### config.mk
export PLATFORM = sky130hd
export DESIGN_NAME = pipe_ctrl_flat
export DESIGN_NICKNAME = d
export VERILOG_FILES = /design/src/rtl/pipe_ctrl_pkg.sv /design/src/rtl/pipe_ctrl_if.sv /design/src/rtl/ctrl_wait_timer.sv /design/src/rtl/pipe_ctrl.sv /design/src/flat_wrapper.sv
export SDC_FILE = /design/constraint.sdc
export NUM_CORES = 1
export LEC_CHECK = 0
export ABC_AREA = 1
export BUFFER_PORTS_ARGS = -buffer_cell sky130_fd_sc_hd__buf_2
export CAP_MARGIN = 20
export CORE_AREA = 2 2 62 122
export DETAILED_ROUTE_END_ITERATION = 10
export DIE_AREA = 0 0 64 124
export HOLD_SLACK_MARGIN = 0.15
export PLACE_DENSITY_LB_ADDON = 0.25
export SLEW_MARGIN = 40
export SYNTH_ARGS = -nofsm -noshare
export SYNTH_HDL_FRONTEND = slang
export SYNTH_SLANG_ARGS = --single-unit
### constraint.sdc
create_clock -name clk -period 2.5 [get_ports clk]
set_input_delay 0 -clock clk [delete_from_list [all_inputs] [get_ports clk]]
set_output_delay 0 -clock clk [all_outputs]
set_load 0.05 [all_outputs]
### src/rtl/pipe_ctrl_pkg.sv
// pipe_ctrl_pkg: shared stall vectors, stage indices and sequencer state encoding
package pipe_ctrl_pkg;
  localparam int STAGES = 6;
  localparam int ST_PC  = 0;
  localparam int ST_IF  = 1;
  localparam int ST_ID  = 2;
  localparam int ST_EX  = 3;
  localparam int ST_MEM = 4;
  localparam int ST_WB  = 5;
  localparam logic [STAGES-1:0] STALL_NONE = 6'b000000;
  localparam logic [STAGES-1:0] STALL_ID   = 6'b000111;
  localparam logic [STAGES-1:0] STALL_EX   = 6'b001111;
  localparam logic [STAGES-1:0] STALL_MEM  = 6'b011111;
  typedef enum logic [1:0] {S_RUN, S_DIV_BUSY, S_FLUSH} state_e;
endpackage

### src/rtl/pipe_ctrl_if.sv
// pipe_ctrl_if: stall/flush request and control bundle between pipeline and sequencer
interface pipe_ctrl_if #(parameter int CNT_W = 32);
  import pipe_ctrl_pkg::*;
  logic              id_stallreq;
  logic              ex_div_req;
  logic              div_done;
  logic              mem_stallreq;
  logic              excp_req;
  logic [31:0]       excp_pc;
  logic [STAGES-1:0] stall;
  logic              div_start;
  logic              div_abort;
  logic              flush;
  logic [31:0]       new_pc;
  logic              timeout;
  logic [CNT_W-1:0]  stall_cycles;
  modport master (
    output id_stallreq, ex_div_req, div_done, mem_stallreq, excp_req, excp_pc,
    input  stall, div_start, div_abort, flush, new_pc, timeout, stall_cycles
  );
  modport slave (
    input  id_stallreq, ex_div_req, div_done, mem_stallreq, excp_req, excp_pc,
    output stall, div_start, div_abort, flush, new_pc, timeout, stall_cycles
  );
endinterface

### src/rtl/ctrl_wait_timer.sv
// ctrl_wait_timer: counts consecutive pending-stall cycles and pulses expire on the last allowed one
module ctrl_wait_timer #(
  parameter int MAX_WAIT = 64
) (
  input  logic clk,
  input  logic rst,
  input  logic pend,
  output logic expire
);
  localparam int W = $clog2(MAX_WAIT);
  logic [W-1:0] wait_q, wait_d;
  // expire on the MAX_WAIT-th pending cycle; restart whenever the stall clears or expires
  always_comb begin
    expire = pend && wait_q == W'(MAX_WAIT - 1);
    wait_d = pend && !expire ? wait_q + 1'b1 : '0;
  end
  // counter register
  always_ff @(posedge clk) wait_q <= rst ? '0 : wait_d;
endmodule

### src/rtl/pipe_ctrl.sv
// pipe_ctrl: central stall/flush sequencer merging hazard, divide, memory and exception requests
module pipe_ctrl import pipe_ctrl_pkg::*; #(
  parameter int MAX_WAIT = 64,
  parameter int CNT_W    = 32
) (
  input logic         clk,
  input logic         rst,
  pipe_ctrl_if.slave  bus
);
  state_e            state_q, state_d;
  logic              flush_q, flush_d;
  logic              timeout_q, timeout_d;
  logic [31:0]       new_pc_q, new_pc_d;
  logic [CNT_W-1:0]  cnt_q, cnt_d;
  logic [STAGES-1:0] stall;
  logic              busy, pend, expire, start;
  ctrl_wait_timer #(.MAX_WAIT(MAX_WAIT)) u_timer (
    .clk    (clk),
    .rst    (rst),
    .pend   (pend),
    .expire (expire)
  );
  // single priority chain: exception, flush slot, memory wait, divide, divide launch, load-use
  always_comb begin
    busy  = state_q == S_DIV_BUSY;
    pend  = !bus.excp_req && state_q != S_FLUSH && (bus.mem_stallreq || (busy && !bus.div_done));
    start = state_q == S_RUN && !bus.excp_req && !bus.mem_stallreq && bus.ex_div_req;
    stall = bus.excp_req         ? STALL_MEM
          : state_q == S_FLUSH   ? STALL_NONE
          : bus.mem_stallreq     ? STALL_MEM
          : busy                 ? (bus.div_done ? STALL_NONE : STALL_EX)
          : bus.ex_div_req       ? STALL_EX
          : bus.id_stallreq      ? STALL_ID
          :                        STALL_NONE;
    state_d = bus.excp_req                                  ? S_FLUSH
            : expire                                        ? S_RUN
            : state_q == S_FLUSH                            ? S_RUN
            : busy && !bus.mem_stallreq && bus.div_done     ? S_RUN
            : start                                         ? S_DIV_BUSY
            :                                                 state_q;
    flush_d   = bus.excp_req;
    new_pc_d  = bus.excp_req ? bus.excp_pc : new_pc_q;
    timeout_d = timeout_q | expire;
    cnt_d     = |stall && !(&cnt_q) ? cnt_q + 1'b1 : cnt_q;
    bus.stall     = stall;
    bus.div_start = !rst && start;
    bus.div_abort = !rst && busy && (bus.excp_req || expire);
  end
  // state and registered outputs
  always_ff @(posedge clk) begin
    if (rst) begin
      state_q   <= S_RUN;
      flush_q   <= 1'b0;
      timeout_q <= 1'b0;
      new_pc_q  <= '0;
      cnt_q     <= '0;
    end else begin
      state_q   <= state_d;
      flush_q   <= flush_d;
      timeout_q <= timeout_d;
      new_pc_q  <= new_pc_d;
      cnt_q     <= cnt_d;
    end
  end
  assign bus.flush        = flush_q;
  assign bus.new_pc       = new_pc_q;
  assign bus.timeout      = timeout_q;
  assign bus.stall_cycles = cnt_q;
endmodule

### src/flat_wrapper.sv
// flat-port wrapper written by rule: the top's interface ports become plain ports
module pipe_ctrl_flat import pipe_ctrl_pkg::*;
#(
  parameter int MAX_WAIT = 64,
  parameter int CNT_W    = 32
)
  (clk, rst, bus_id_stallreq, bus_ex_div_req, bus_div_done, bus_mem_stallreq, bus_excp_req, bus_excp_pc, bus_stall, bus_div_start, bus_div_abort, bus_flush, bus_new_pc, bus_timeout, bus_stall_cycles);
  pipe_ctrl_if #(.CNT_W(CNT_W)) bus_i ();
  input logic clk;
  input logic rst;
  input wire logic [$bits(bus_i.id_stallreq)-1:0] bus_id_stallreq;
  input wire logic [$bits(bus_i.ex_div_req)-1:0] bus_ex_div_req;
  input wire logic [$bits(bus_i.div_done)-1:0] bus_div_done;
  input wire logic [$bits(bus_i.mem_stallreq)-1:0] bus_mem_stallreq;
  input wire logic [$bits(bus_i.excp_req)-1:0] bus_excp_req;
  input wire logic [$bits(bus_i.excp_pc)-1:0] bus_excp_pc;
  output wire logic [$bits(bus_i.stall)-1:0] bus_stall;
  output wire logic [$bits(bus_i.div_start)-1:0] bus_div_start;
  output wire logic [$bits(bus_i.div_abort)-1:0] bus_div_abort;
  output wire logic [$bits(bus_i.flush)-1:0] bus_flush;
  output wire logic [$bits(bus_i.new_pc)-1:0] bus_new_pc;
  output wire logic [$bits(bus_i.timeout)-1:0] bus_timeout;
  output wire logic [$bits(bus_i.stall_cycles)-1:0] bus_stall_cycles;
  assign bus_i.id_stallreq = bus_id_stallreq;
  assign bus_i.ex_div_req = bus_ex_div_req;
  assign bus_i.div_done = bus_div_done;
  assign bus_i.mem_stallreq = bus_mem_stallreq;
  assign bus_i.excp_req = bus_excp_req;
  assign bus_i.excp_pc = bus_excp_pc;
  assign bus_stall = bus_i.stall;
  assign bus_div_start = bus_i.div_start;
  assign bus_div_abort = bus_i.div_abort;
  assign bus_flush = bus_i.flush;
  assign bus_new_pc = bus_i.new_pc;
  assign bus_timeout = bus_i.timeout;
  assign bus_stall_cycles = bus_i.stall_cycles;
  pipe_ctrl #(.MAX_WAIT(MAX_WAIT), .CNT_W(CNT_W)) u_core (.clk(clk), .rst(rst), .bus(bus_i));
endmodule
==> impl_metrics.toml <==
[clocking]
cts_root_buf = "clkbuf_16"
cts.sink_count = 74
clock_latency_ns = 0.34
cts_made_buffers = 9
cts_max_level = 3
cts_tree = "built"
clock_path_buffers = 2
path_clk_slew_ns = 0.06

[place]
dp_cells = 759
placed_area_sq_mm = 0.00431
dp_hpwl_mm = 7.48
routabilityCongestion = 0.932
io_buffers = 111

[timing]
finalMaxSlewViolations = 0
finalHoldViolCount = 0
relSlewSlack = 0.562
finalSetupTns_ns = 0
period_share = 0.821
setup_viol = 0
post-route-min-period_ns = 2.05
clock_skew_ns = 0.00419
max_freq_mhz = 487
rsz0062_at_grt = "no"
worstMarginPinSlew_ns = 0.657

[synth]
syn_nets = 615
ys_async_sr_fraction = 0
synth_xor_area_frac = 0.0307
syn-cell-area_sq_mm = 0.00371
synth_top_family_by_area = "simple AND/OR/NAND/NOR gates"
synth_fa_ha_area_frac = 0.00674
yosys.area_share.simple = 0.418
synth.distinct_cells = 31
ys_seq_area_frac = 0.399
synth_edf_count = 0
ys.flop_type = "dfxtp_1"
synthMuxAreaShare = 0
yosysWarnings = 0
syn_inst = 574
ys_ff_latch = 74
avgSynthCellArea_sq_um = 6.47
synth_compound_area_frac = 0.0647

[setup_path]
crit_path_start = "u_core.state_q[1]"
critPathCaptureType = "flop"
cpPeakStageDelay_ns = 0.53
cp_cell_sequence = "inv_1 -> nand2_1 -> nand2_1 -> nand3_1 -> nand2_1 -> nand2_1 -> nand2_4 -> inv_1 -> nand2_1 -> a21oi_2"
cp_data_arrival_time_ns = 2.33
r2r_start = "u_core.state_q[1]"
rr_worst_depth = 10
rrSetupSlack_ns = 0.45
critPathKind = "flop to flop"
crit_fanout = 20
crit_top_cell = "nand2_1"
worstPathRequired_ns = 2.77
crit_path_top_delay_cell = "inv_1"
start_kind = "flop"

[detailed_routing]
wire_per_inst_um = 14.4
route.vias.total = 4280
drt_iter0_drc = 329
drc = 0
drtAntennaViolNets = 0
viasPerCell = 5.28
first_pass_iters = 7
wl_mm = 11.7

[layout]
final_cell_mix = "203 x nand2_1, 111 x buf_2, 87 x nor2_1"
drive_above_1_share = 0.218
fin_area_sq_mm = 0.00504
nNetsFinal = 757
instances_no_fill = 811
area_delta_synth_final_pct = 35.8
mostFrequentLayoutCell = "nand2_1"
n_antenna_cell = 0
nFillCells = 514

[floorplanning]
initial_core_util = 0.535
fp.dieH_um = 124
row_count = 43
core_area_sq_mm = 0.00694
die_w_um = 64
die_area_sq_mm = 0.00794
boundaryPins = 113

[global_routing]
grt_pass1_wl_mm = 18.7
antenna_found_initial = 0
grt-ovfl-total = 0
first_global_vias = 4127
grt_max_degree = 38
grt_usage = 0.306

[power_and_ir_drop]
power_leakage_nw = 2.37
vdd_drop_max_mv = 0.600
total_power_mw = 3.47
powerDensity_mw_per_mm2 = 688

[min_path]
hold_depth = 6
hp-start = "bus_mem_stallreq"
hold_class = "input pin to flop"

[run]
cap_violations = 0

[outcome]
status = "complete, no violations"
per-stage QoR:
| step | util | hold slack (ns) | worst slack [ns] |
|---|---|---|---|
| floorplan | - | 0.103 | 0.431 |
| global placement | 0.621 | 0.186 | 0.518 |
| detailed placement | 0.621 | 0.191 | 0.471 |
| CTS | 0.727 | 0.170 | 0.452 |
| global route | 0.727 | 0.223 | 0.144 |
| finish | 0.727 | 0.182 | 0.448 |
layer usage:
metal  share of wire  global-route usage  vias to the layer above
met4           0.056               0.207                        0
met1            0.35               0.303                     1907
met3           0.064              0.0578                       67
li1                -                   -                     2076
met5               0                   0                        -
met2            0.53               0.564                      230
flip-flops by register name, indices dropped and copies added (netlist names):
| signal | count |
|---|---|
| u_core.bus.new_pc | 32 |
| u_core.bus.stall_cycles | 32 |
| u_core.u_timer.wait_q | 6 |
| u_core.state_q | 2 |
| u_core.bus.flush | 1 |
| u_core.bus.timeout | 1 |
repair_timing:
item | CTS | global route
endpoints found under the hold margin | 50 | 0
gates resized for setup | 0 | 0
hold buffers | 36 | 0
buffers inserted | 0 | 0
critical path, delay by kind of cell, from the launching register on:
| family | cells | cell delay (ns) |
|---|---|---|
| flops | 1 | 0.35 |
| compound gates | 1 | 0.14 |
| buf+inv | 2 | 0.63 |
| simple gates | 7 | 0.86 |
area by class of cell:
class                           instances  area, sq um  share of cell area
Clock buffer                            9          225              0.0446
Clock inverter                          7          149              0.0295
Inverter                               45          169              0.0335
Multi-Input combinational cell        432         1940               0.384
Sequential cell                        74         1480               0.294
Tap cell                               90          113              0.0223
Timing Repair Buffer                  154          968               0.192
synthesized netlist by cell type, types with 3 or more instances:
master | instances | share of area
buf_4 | 3 | 0.0061
o21ai_0 | 22 | 0.030
a21oi_1 | 11 | 0.015
a21oi_2 | 7 | 0.017
nand3_1 | 56 | 0.075
clkbuf_1 | 10 | 0.010
xor2_1 | 8 | 0.019
nand2_1 | 203 | 0.21
buf_2 | 5 | 0.0067
nor3_1 | 8 | 0.011
buf_1 | 3 | 0.0030
dfxtp_1 | 74 | 0.40
inv_1 | 43 | 0.043
nor2_2 | 6 | 0.010
nor2_1 | 88 | 0.089
xnor2_1 | 5 | 0.012
worst paths after layout:
path | to
setup / recovery | u_core.bus.stall_cycles[29]
hold / removal | u_core.state_q[1]
setup reg to reg | u_core.bus.stall_cycles[29]
hold reg to reg | u_core.bus.timeout
kinds of logic (layout without fill, tap and decap cells):
| group | count (synthesis) | after routing |
|---|---|---|
| other | 1 | 1 |
| adder cells (fa/ha/maj) | 2 | 2 |
| AO/OA/AOI/OAI | 42 | 42 |
| AND/OR/NAND/NOR | 374 | 374 |
| XOR/XNOR | 13 | 13 |
| flip-flops | 74 | 74 |
| buffers and inverters | 68 | 215 |
where the power goes:
group	leakage, nW	total (mW)	internal (mW)	switching, mW
clock	0.182	1.63	1.09	0.540
combinational	1.58	0.556	0.158	0.398
sequential	0.605	1.29	1.24	0.0506
(Power assumes the default switching activity.)
